`src/rtl/cache_arbiter_if.sv`:
```
// Cache-to-memory port bundle for cache_arbiter: I-cache, D-cache and memory sides.
// slave is the arbiter's view; master is the caches/memory environment view.
interface cache_arbiter_if #(
  parameter int ADDR_W = 32,
  parameter int LINE_W = 256
);
  logic              i_pmem_read;
  logic [ADDR_W-1:0] i_pmem_address;
  logic [LINE_W-1:0] i_pmem_rdata;
  logic              i_pmem_resp;

  logic              d_pmem_read;
  logic              d_pmem_write;
  logic [ADDR_W-1:0] d_pmem_address;
  logic [LINE_W-1:0] d_pmem_wdata;
  logic [LINE_W-1:0] d_pmem_rdata;
  logic              d_pmem_resp;

  logic              pmem_read;
  logic              pmem_write;
  logic [ADDR_W-1:0] pmem_address;
  logic [LINE_W-1:0] pmem_wdata;
  logic [LINE_W-1:0] pmem_rdata;
  logic              pmem_resp;

  logic              arb_busy;

  modport slave (
    input  i_pmem_read, i_pmem_address,
    input  d_pmem_read, d_pmem_write,
    input  d_pmem_address, d_pmem_wdata,
    input  pmem_rdata, pmem_resp,
    output i_pmem_rdata, i_pmem_resp,
    output d_pmem_rdata, d_pmem_resp,
    output pmem_read, pmem_write,
    output pmem_address, pmem_wdata,
    output arb_busy
  );

  modport master (
    output i_pmem_read, i_pmem_address,
    output d_pmem_read, d_pmem_write,
    output d_pmem_address, d_pmem_wdata,
    output pmem_rdata, pmem_resp,
    input  i_pmem_rdata, i_pmem_resp,
    input  d_pmem_rdata, d_pmem_resp,
    input  pmem_read, pmem_write,
    input  pmem_address, pmem_wdata,
    input  arb_busy
  );
endinterface

```
`src/rtl/cache_arbiter.sv`:
```
// Shares one memory port between I-cache and D-cache line-fill/writeback ports.
// Define CACHE_ARB_ROUND_ROBIN_EN to alternate ties; default gives D priority.
module cache_arbiter #(
  parameter int ADDR_W = 32,
  parameter int LINE_W = 256
) (
  input  logic            clk,
  input  logic            rst_n,
  cache_arbiter_if.slave  bus
);

  typedef enum logic [1:0] {
    IDLE    = 2'd0,
    GRANT_I = 2'd1,
    GRANT_D = 2'd2,
    RECOVER = 2'd3
  } state_e;

  typedef enum logic {
    LAST_I = 1'b0,
    LAST_D = 1'b1
  } last_e;

  state_e state_q, state_d;
  last_e  last_q, last_d;

  logic i_req;
  logic d_req;
  logic tie_to_d;
  logic gnt_i;
  logic gnt_d;

  logic              rd_o;
  logic              wr_o;
  logic [ADDR_W-1:0] addr_o;
  logic [LINE_W-1:0] wdata_o;
  logic              iresp_o;
  logic              dresp_o;

  assign i_req = bus.i_pmem_read;
  assign d_req = bus.d_pmem_read | bus.d_pmem_write;

`ifdef CACHE_ARB_ROUND_ROBIN_EN
  assign tie_to_d = (last_q == LAST_I);
`else
  assign tie_to_d = 1'b1;
`endif

  always_ff @(posedge clk or negedge rst_n) begin
    if (!rst_n) begin
      state_q <= IDLE;
      last_q  <= LAST_I;
    end else begin
      state_q <= state_d;
      last_q  <= last_d;
    end
  end

  // A grant ends on resp or when its owner withdraws; both pass via RECOVER.
  always_comb begin
    state_d = state_q;
    last_d  = last_q;
    unique case (state_q)
      IDLE: begin
        if (d_req && (!i_req || tie_to_d)) begin
          state_d = GRANT_D;
        end else if (i_req) begin
          state_d = GRANT_I;
        end
      end
      GRANT_I: begin
        if (bus.pmem_resp) begin
          state_d = RECOVER;
          last_d  = LAST_I;
        end else if (!i_req) begin
          state_d = RECOVER;
        end
      end
      GRANT_D: begin
        if (bus.pmem_resp) begin
          state_d = RECOVER;
          last_d  = LAST_D;
        end else if (!d_req) begin
          state_d = RECOVER;
        end
      end
      RECOVER: state_d = IDLE;
      default: state_d = IDLE;
    endcase
  end

  assign gnt_i = (state_q == GRANT_I);
  assign gnt_d = (state_q == GRANT_D);

  // Strobes depend on state and request levels only, never on pmem_resp.
  always_comb begin
    rd_o    = 1'b0;
    wr_o    = 1'b0;
    addr_o  = '0;
    wdata_o = '0;
    iresp_o = 1'b0;
    dresp_o = 1'b0;
    unique case (1'b1)
      gnt_i: begin
        rd_o    = bus.i_pmem_read;
        addr_o  = bus.i_pmem_address;
        iresp_o = bus.pmem_resp;
      end
      gnt_d: begin
        wr_o    = bus.d_pmem_write;
        rd_o    = bus.d_pmem_read & ~bus.d_pmem_write;
        addr_o  = bus.d_pmem_address;
        wdata_o = bus.d_pmem_wdata;
        dresp_o = bus.pmem_resp;
      end
      default: ;
    endcase
  end

  assign bus.pmem_read    = rd_o;
  assign bus.pmem_write   = wr_o;
  assign bus.pmem_address = addr_o;
  assign bus.pmem_wdata   = wdata_o;
  assign bus.i_pmem_resp  = iresp_o;
  assign bus.d_pmem_resp  = dresp_o;
  assign bus.i_pmem_rdata = bus.pmem_rdata;
  assign bus.d_pmem_rdata = bus.pmem_rdata;
  assign bus.arb_busy     = (state_q != IDLE);

endmodule

```
`src/flat_wrapper.sv`:
```
// flat-port wrapper written by rule: the top's interface ports become plain ports
module cache_arbiter_flat 
#(
  parameter int ADDR_W = 32,
  parameter int LINE_W = 256
)
  (clk, rst_n, bus_i_pmem_read, bus_i_pmem_address, bus_d_pmem_read, bus_d_pmem_write, bus_d_pmem_address, bus_d_pmem_wdata, bus_pmem_rdata, bus_pmem_resp, bus_i_pmem_rdata, bus_i_pmem_resp, bus_d_pmem_rdata, bus_d_pmem_resp, bus_pmem_read, bus_pmem_write, bus_pmem_address, bus_pmem_wdata, bus_arb_busy);
  cache_arbiter_if #(.ADDR_W(ADDR_W), .LINE_W(LINE_W)) bus_i ();
  input  logic clk;
  input  logic rst_n;
  input wire logic [$bits(bus_i.i_pmem_read)-1:0] bus_i_pmem_read;
  input wire logic [$bits(bus_i.i_pmem_address)-1:0] bus_i_pmem_address;
  input wire logic [$bits(bus_i.d_pmem_read)-1:0] bus_d_pmem_read;
  input wire logic [$bits(bus_i.d_pmem_write)-1:0] bus_d_pmem_write;
  input wire logic [$bits(bus_i.d_pmem_address)-1:0] bus_d_pmem_address;
  input wire logic [$bits(bus_i.d_pmem_wdata)-1:0] bus_d_pmem_wdata;
  input wire logic [$bits(bus_i.pmem_rdata)-1:0] bus_pmem_rdata;
  input wire logic [$bits(bus_i.pmem_resp)-1:0] bus_pmem_resp;
  output wire logic [$bits(bus_i.i_pmem_rdata)-1:0] bus_i_pmem_rdata;
  output wire logic [$bits(bus_i.i_pmem_resp)-1:0] bus_i_pmem_resp;
  output wire logic [$bits(bus_i.d_pmem_rdata)-1:0] bus_d_pmem_rdata;
  output wire logic [$bits(bus_i.d_pmem_resp)-1:0] bus_d_pmem_resp;
  output wire logic [$bits(bus_i.pmem_read)-1:0] bus_pmem_read;
  output wire logic [$bits(bus_i.pmem_write)-1:0] bus_pmem_write;
  output wire logic [$bits(bus_i.pmem_address)-1:0] bus_pmem_address;
  output wire logic [$bits(bus_i.pmem_wdata)-1:0] bus_pmem_wdata;
  output wire logic [$bits(bus_i.arb_busy)-1:0] bus_arb_busy;
  assign bus_i.i_pmem_read = bus_i_pmem_read;
  assign bus_i.i_pmem_address = bus_i_pmem_address;
  assign bus_i.d_pmem_read = bus_d_pmem_read;
  assign bus_i.d_pmem_write = bus_d_pmem_write;
  assign bus_i.d_pmem_address = bus_d_pmem_address;
  assign bus_i.d_pmem_wdata = bus_d_pmem_wdata;
  assign bus_i.pmem_rdata = bus_pmem_rdata;
  assign bus_i.pmem_resp = bus_pmem_resp;
  assign bus_i_pmem_rdata = bus_i.i_pmem_rdata;
  assign bus_i_pmem_resp = bus_i.i_pmem_resp;
  assign bus_d_pmem_rdata = bus_i.d_pmem_rdata;
  assign bus_d_pmem_resp = bus_i.d_pmem_resp;
  assign bus_pmem_read = bus_i.pmem_read;
  assign bus_pmem_write = bus_i.pmem_write;
  assign bus_pmem_address = bus_i.pmem_address;
  assign bus_pmem_wdata = bus_i.pmem_wdata;
  assign bus_arb_busy = bus_i.arb_busy;
  cache_arbiter #(.ADDR_W(ADDR_W), .LINE_W(LINE_W)) u_core (.clk(clk), .rst_n(rst_n), .bus(bus_i));
endmodule
```
`config.mk`:
```
export PLATFORM = sky130hd
export DESIGN_NAME = cache_arbiter_flat
export DESIGN_NICKNAME = d
export VERILOG_FILES = /design/src/rtl/cache_arbiter_if.sv /design/src/rtl/cache_arbiter.sv /design/src/flat_wrapper.sv
export SDC_FILE = /design/constraint.sdc
export NUM_CORES = 1
export LEC_CHECK = 0
export CORE_AREA = 2 2 533 535
export DETAILED_ROUTE_END_ITERATION = 8
export DIE_AREA = 0 0 535 537
export GPL_ROUTABILITY_DRIVEN = 0
export PLACE_DENSITY = 0.3
export SETUP_SLACK_MARGIN = 0.5
export SYNTH_ARGS = -nofsm -noshare
export SYNTH_HDL_FRONTEND = slang
export SYNTH_SLANG_ARGS = --single-unit
```
`constraint.sdc`:
```
create_clock -name clk -period 1.6 [get_ports clk]
set_clock_uncertainty 0.1 [all_clocks]
set_input_delay 0.24 -clock clk [delete_from_list [all_inputs] [get_ports clk]]
set_output_delay 0.24 -clock clk [all_outputs]
set_load 0.02 [all_outputs]
```
==> flow_summary.json <==
{
  "period_minus_slack_ps": 2180,
  "synth_ff_type": "dfrtp_1",
  "end_kind": "output port",
  "postLayoutSetupSlackWorst_ps": -575,
  "cts_made_buffers": 3,
  "failed_checks": "negative setup slack",
  "hold_class": "in2async",
  "post_drt_wl_per_cell_um": 38.0,
  "fin_area_sq_um": 19200,
  "max_slew.worst_pin.slew_ps": 571,
  "post-place-ws_ps": -635,
  "largest_reg_flops": 2,
  "regMostFlops": "u_core.state_q",
  "min_period_over_period_pct": 136,
  "critPathMaxFanout": 7,
  "ys_warn_count": 0,
  "syn-cell-area_sq_um": 6330,
  "ctsHoldBuffers": 0,
  "cts_sinks": 2,
  "rsz0062_at_grt": "true",
  "drtPass1Iterations": 4,
  "p_leak_uw": 0.00627,
  "area_growth_syn_to_layout_pct": 203,
  "startpoint_type": "flop",
  "die_h_um": 537,
  "cpMostUsedCell": "buf_12",
  "cts_tree": "built",
  "first_iter_violations": 201,
  "grtUsageTotal_pct": 12.3,
  "gr-total-overflow": 0,
  "powerDensity_nw_per_um2": 1630,
  "synth_area_per_cell_sq_um": 7.05,
  "ys_types": 23,
  "ios": 1387,
  "synth_edf_count": 0,
  "worstPathRequired_ps": 1260,
  "htreeDepth": 1,
  "max_stage_delay_ps": 400,
  "cpMaxStageDelayCell": "dfrtp_1",
  "slew-limit-headroom_pct": 61.8,
  "die_x_um": 535,
  "max_cap_viol_count": 0,
  "port_buffers": 618,
  "grt_max_degree": 26,
  "drt-vias-per-instance": 1.55,
  "whs_ps": 108,
  "reg_top3": "u_core.state_q: 2 flops",
  "dp_cells": 4740,
  "path_cells": "ha_4 -> buf_12 -> buf_16 -> buf_12 -> buf_12 -> buf_16 -> and2_4 -> buf_12",
  "place_hpwl_mm": 172,
  "max_freq_mhz": 460,
  "grt_pass1_wl_mm": 202,
  "yosysSeqAreaShare_pct": 0.790,
  "async_flop_share_pct": 100,
  "final_antenna_net_count": 0,
  "start_util_pct": 2.25,
  "fillers": 32800,
  "yosys.area.top_type": "buf_4",
  "yosysMostFrequentCell": "buf_4",
  "clockBufferDepth": 2,
  "first_global_vias": 7532,
  "final_cells": 4865,
  "drv_slew": 0,
  "syn_nets": 1484,
  "coreArea_sq_um": 281000,
  "ir_worst_vdd_uv": 758,
  "critical_path_arrival_ps": 1840,
  "clock_latency_ps": 220,
  "synthTopCellsByCount": "buf_4 (516), and2_1 (260), a22oi_1 (32), nor2b_1 (32), clkbuf_2 (17)",
  "outcome": "complete, but fails checks",
  "finalHoldViolCount": 0,
  "synth_cells": 899,
  "rows": 195,
  "placed_area_sq_um": 16700,
  "finalPower_uw": 31200,
  "finalSetupViolations": 295,
  "nets": 1678,
  "die-area_sq_um": 287000,
  "drive_gt1_share_pct": 68.7,
  "cts.clk_slew.worst_paths_ps": 30,
  "wirelength_mm": 185,
  "cts_root_buffer": "clkbuf_16",
  "path_class": "reg2out",
  "drc": 0,
  "vias": 7520,
  "synthTopCellsByArea": "buf_4 (61%), and2_1 (26%), a22oi_1 (3.8%), nor2b_1 (3.2%), clkbuf_2 (1.3%)",
  "ys_ff_latch": 2,
  "antenna_found_initial": 182,
  "synth_top_area_share_pct": 61.1
}
worst paths after layout:
kind                                     start                     to  slack [ps]  depth (start not counted)
setup reg to reg             u_core.state_q[1]      u_core.state_q[0]        -190                          8
max in group asynchronous                rst_n      u_core.state_q[1]        1170                          1
hold reg to reg              u_core.state_q[0]      u_core.state_q[0]         660                          3
hold / removal                           rst_n      u_core.state_q[0]         110                          1
setup / recovery             u_core.state_q[1]    bus_pmem_wdata[237]        -580                          8
min in group clk           bus_pmem_rdata[211]  bus_d_pmem_rdata[211]         380                          0
area by class of cell:
cell class | count | area, sq um | area share (%)
diodes | 31 | 77.6 | 0.404
clock buffers | 3 | 75.1 | 0.391
inverters | 4 | 21.3 | 0.111
multi-input cells | 342 | 3300 | 17.2
flip-flops and latches | 2 | 50.0 | 0.261
well taps | 3743 | 4680 | 24.4
repair buffers | 740 | 11000 | 57.2
report_power, final:
group	internal [uW]	switching (uW)	leakage (uW)	total, uW
combinational	17100	13600	0.00621	30700
sequential	81.0	22.5	0.0000233	103
clock	318	57.6	0.0000372	376
critical path: cells and delay by family (launching register included):
family	cells	cell delay, ps
simple gates	1	140
flops	1	400
buf+inv	6	830
fa+ha+maj	1	210
placed cells by master, fill, tap and decap left out, types with 2 or more instances in the layout:
cell	Yosys	layout
clkdlybuf4s50_1	0	325
buf_8	0	12
nor2_1	2	2
buf_6	1	71
clkbuf_16	0	8
nand2_1	2	2
ha_4	0	3
and2_4	0	259
nor2b_4	0	31
a32oi_1	2	2
buf_4	516	15
buf_12	0	280
bufbuf_16	0	3
diode_2	0	31
dfrtp_1	2	2
buf_16	0	29
a22oi_2	0	32
routing by layer:
layer	global-route usage, %	wire, um
met1	9.31	47500
met2	19.9	82700
met3	14.6	48700
met5	0.164	246
met4	2.61	5690
stage by stage:
step	utilization, %	TNS [ps]
3_3_place_gp	5.95	-88920
3_5_place_dp	5.95	-86640
5_1_grt	6.79	-146640
2_1_floorplan	-	0
6_report	6.82	-127940
4_1_cts	6.57	-138180
kinds of logic (layout without fill, tap and decap cells):
kind of cell / Yosys count / count (layout) / synth area share [%]
flip-flops: 2 / 2 / 0.790
AO/OA/AOI/OAI: 40 / 40 / 4.84
other: 0 / 31 / 0
AND/OR/NAND/NOR: 299 / 299 / 29.6
buffers and inverters: 555 / 747 / 64.2
adder cells (fa/ha/maj): 3 / 3 / 0.593
timing repair:
item / 4_1_cts / 5_1_grt
buffers inserted: 38 / 20
setup endpoints to repair: 295 / 295
gates cloned: 27 / 6
pin swaps: 17 / 17
gates resized for setup: 400 / 110
(Power assumes the default switching activity.)
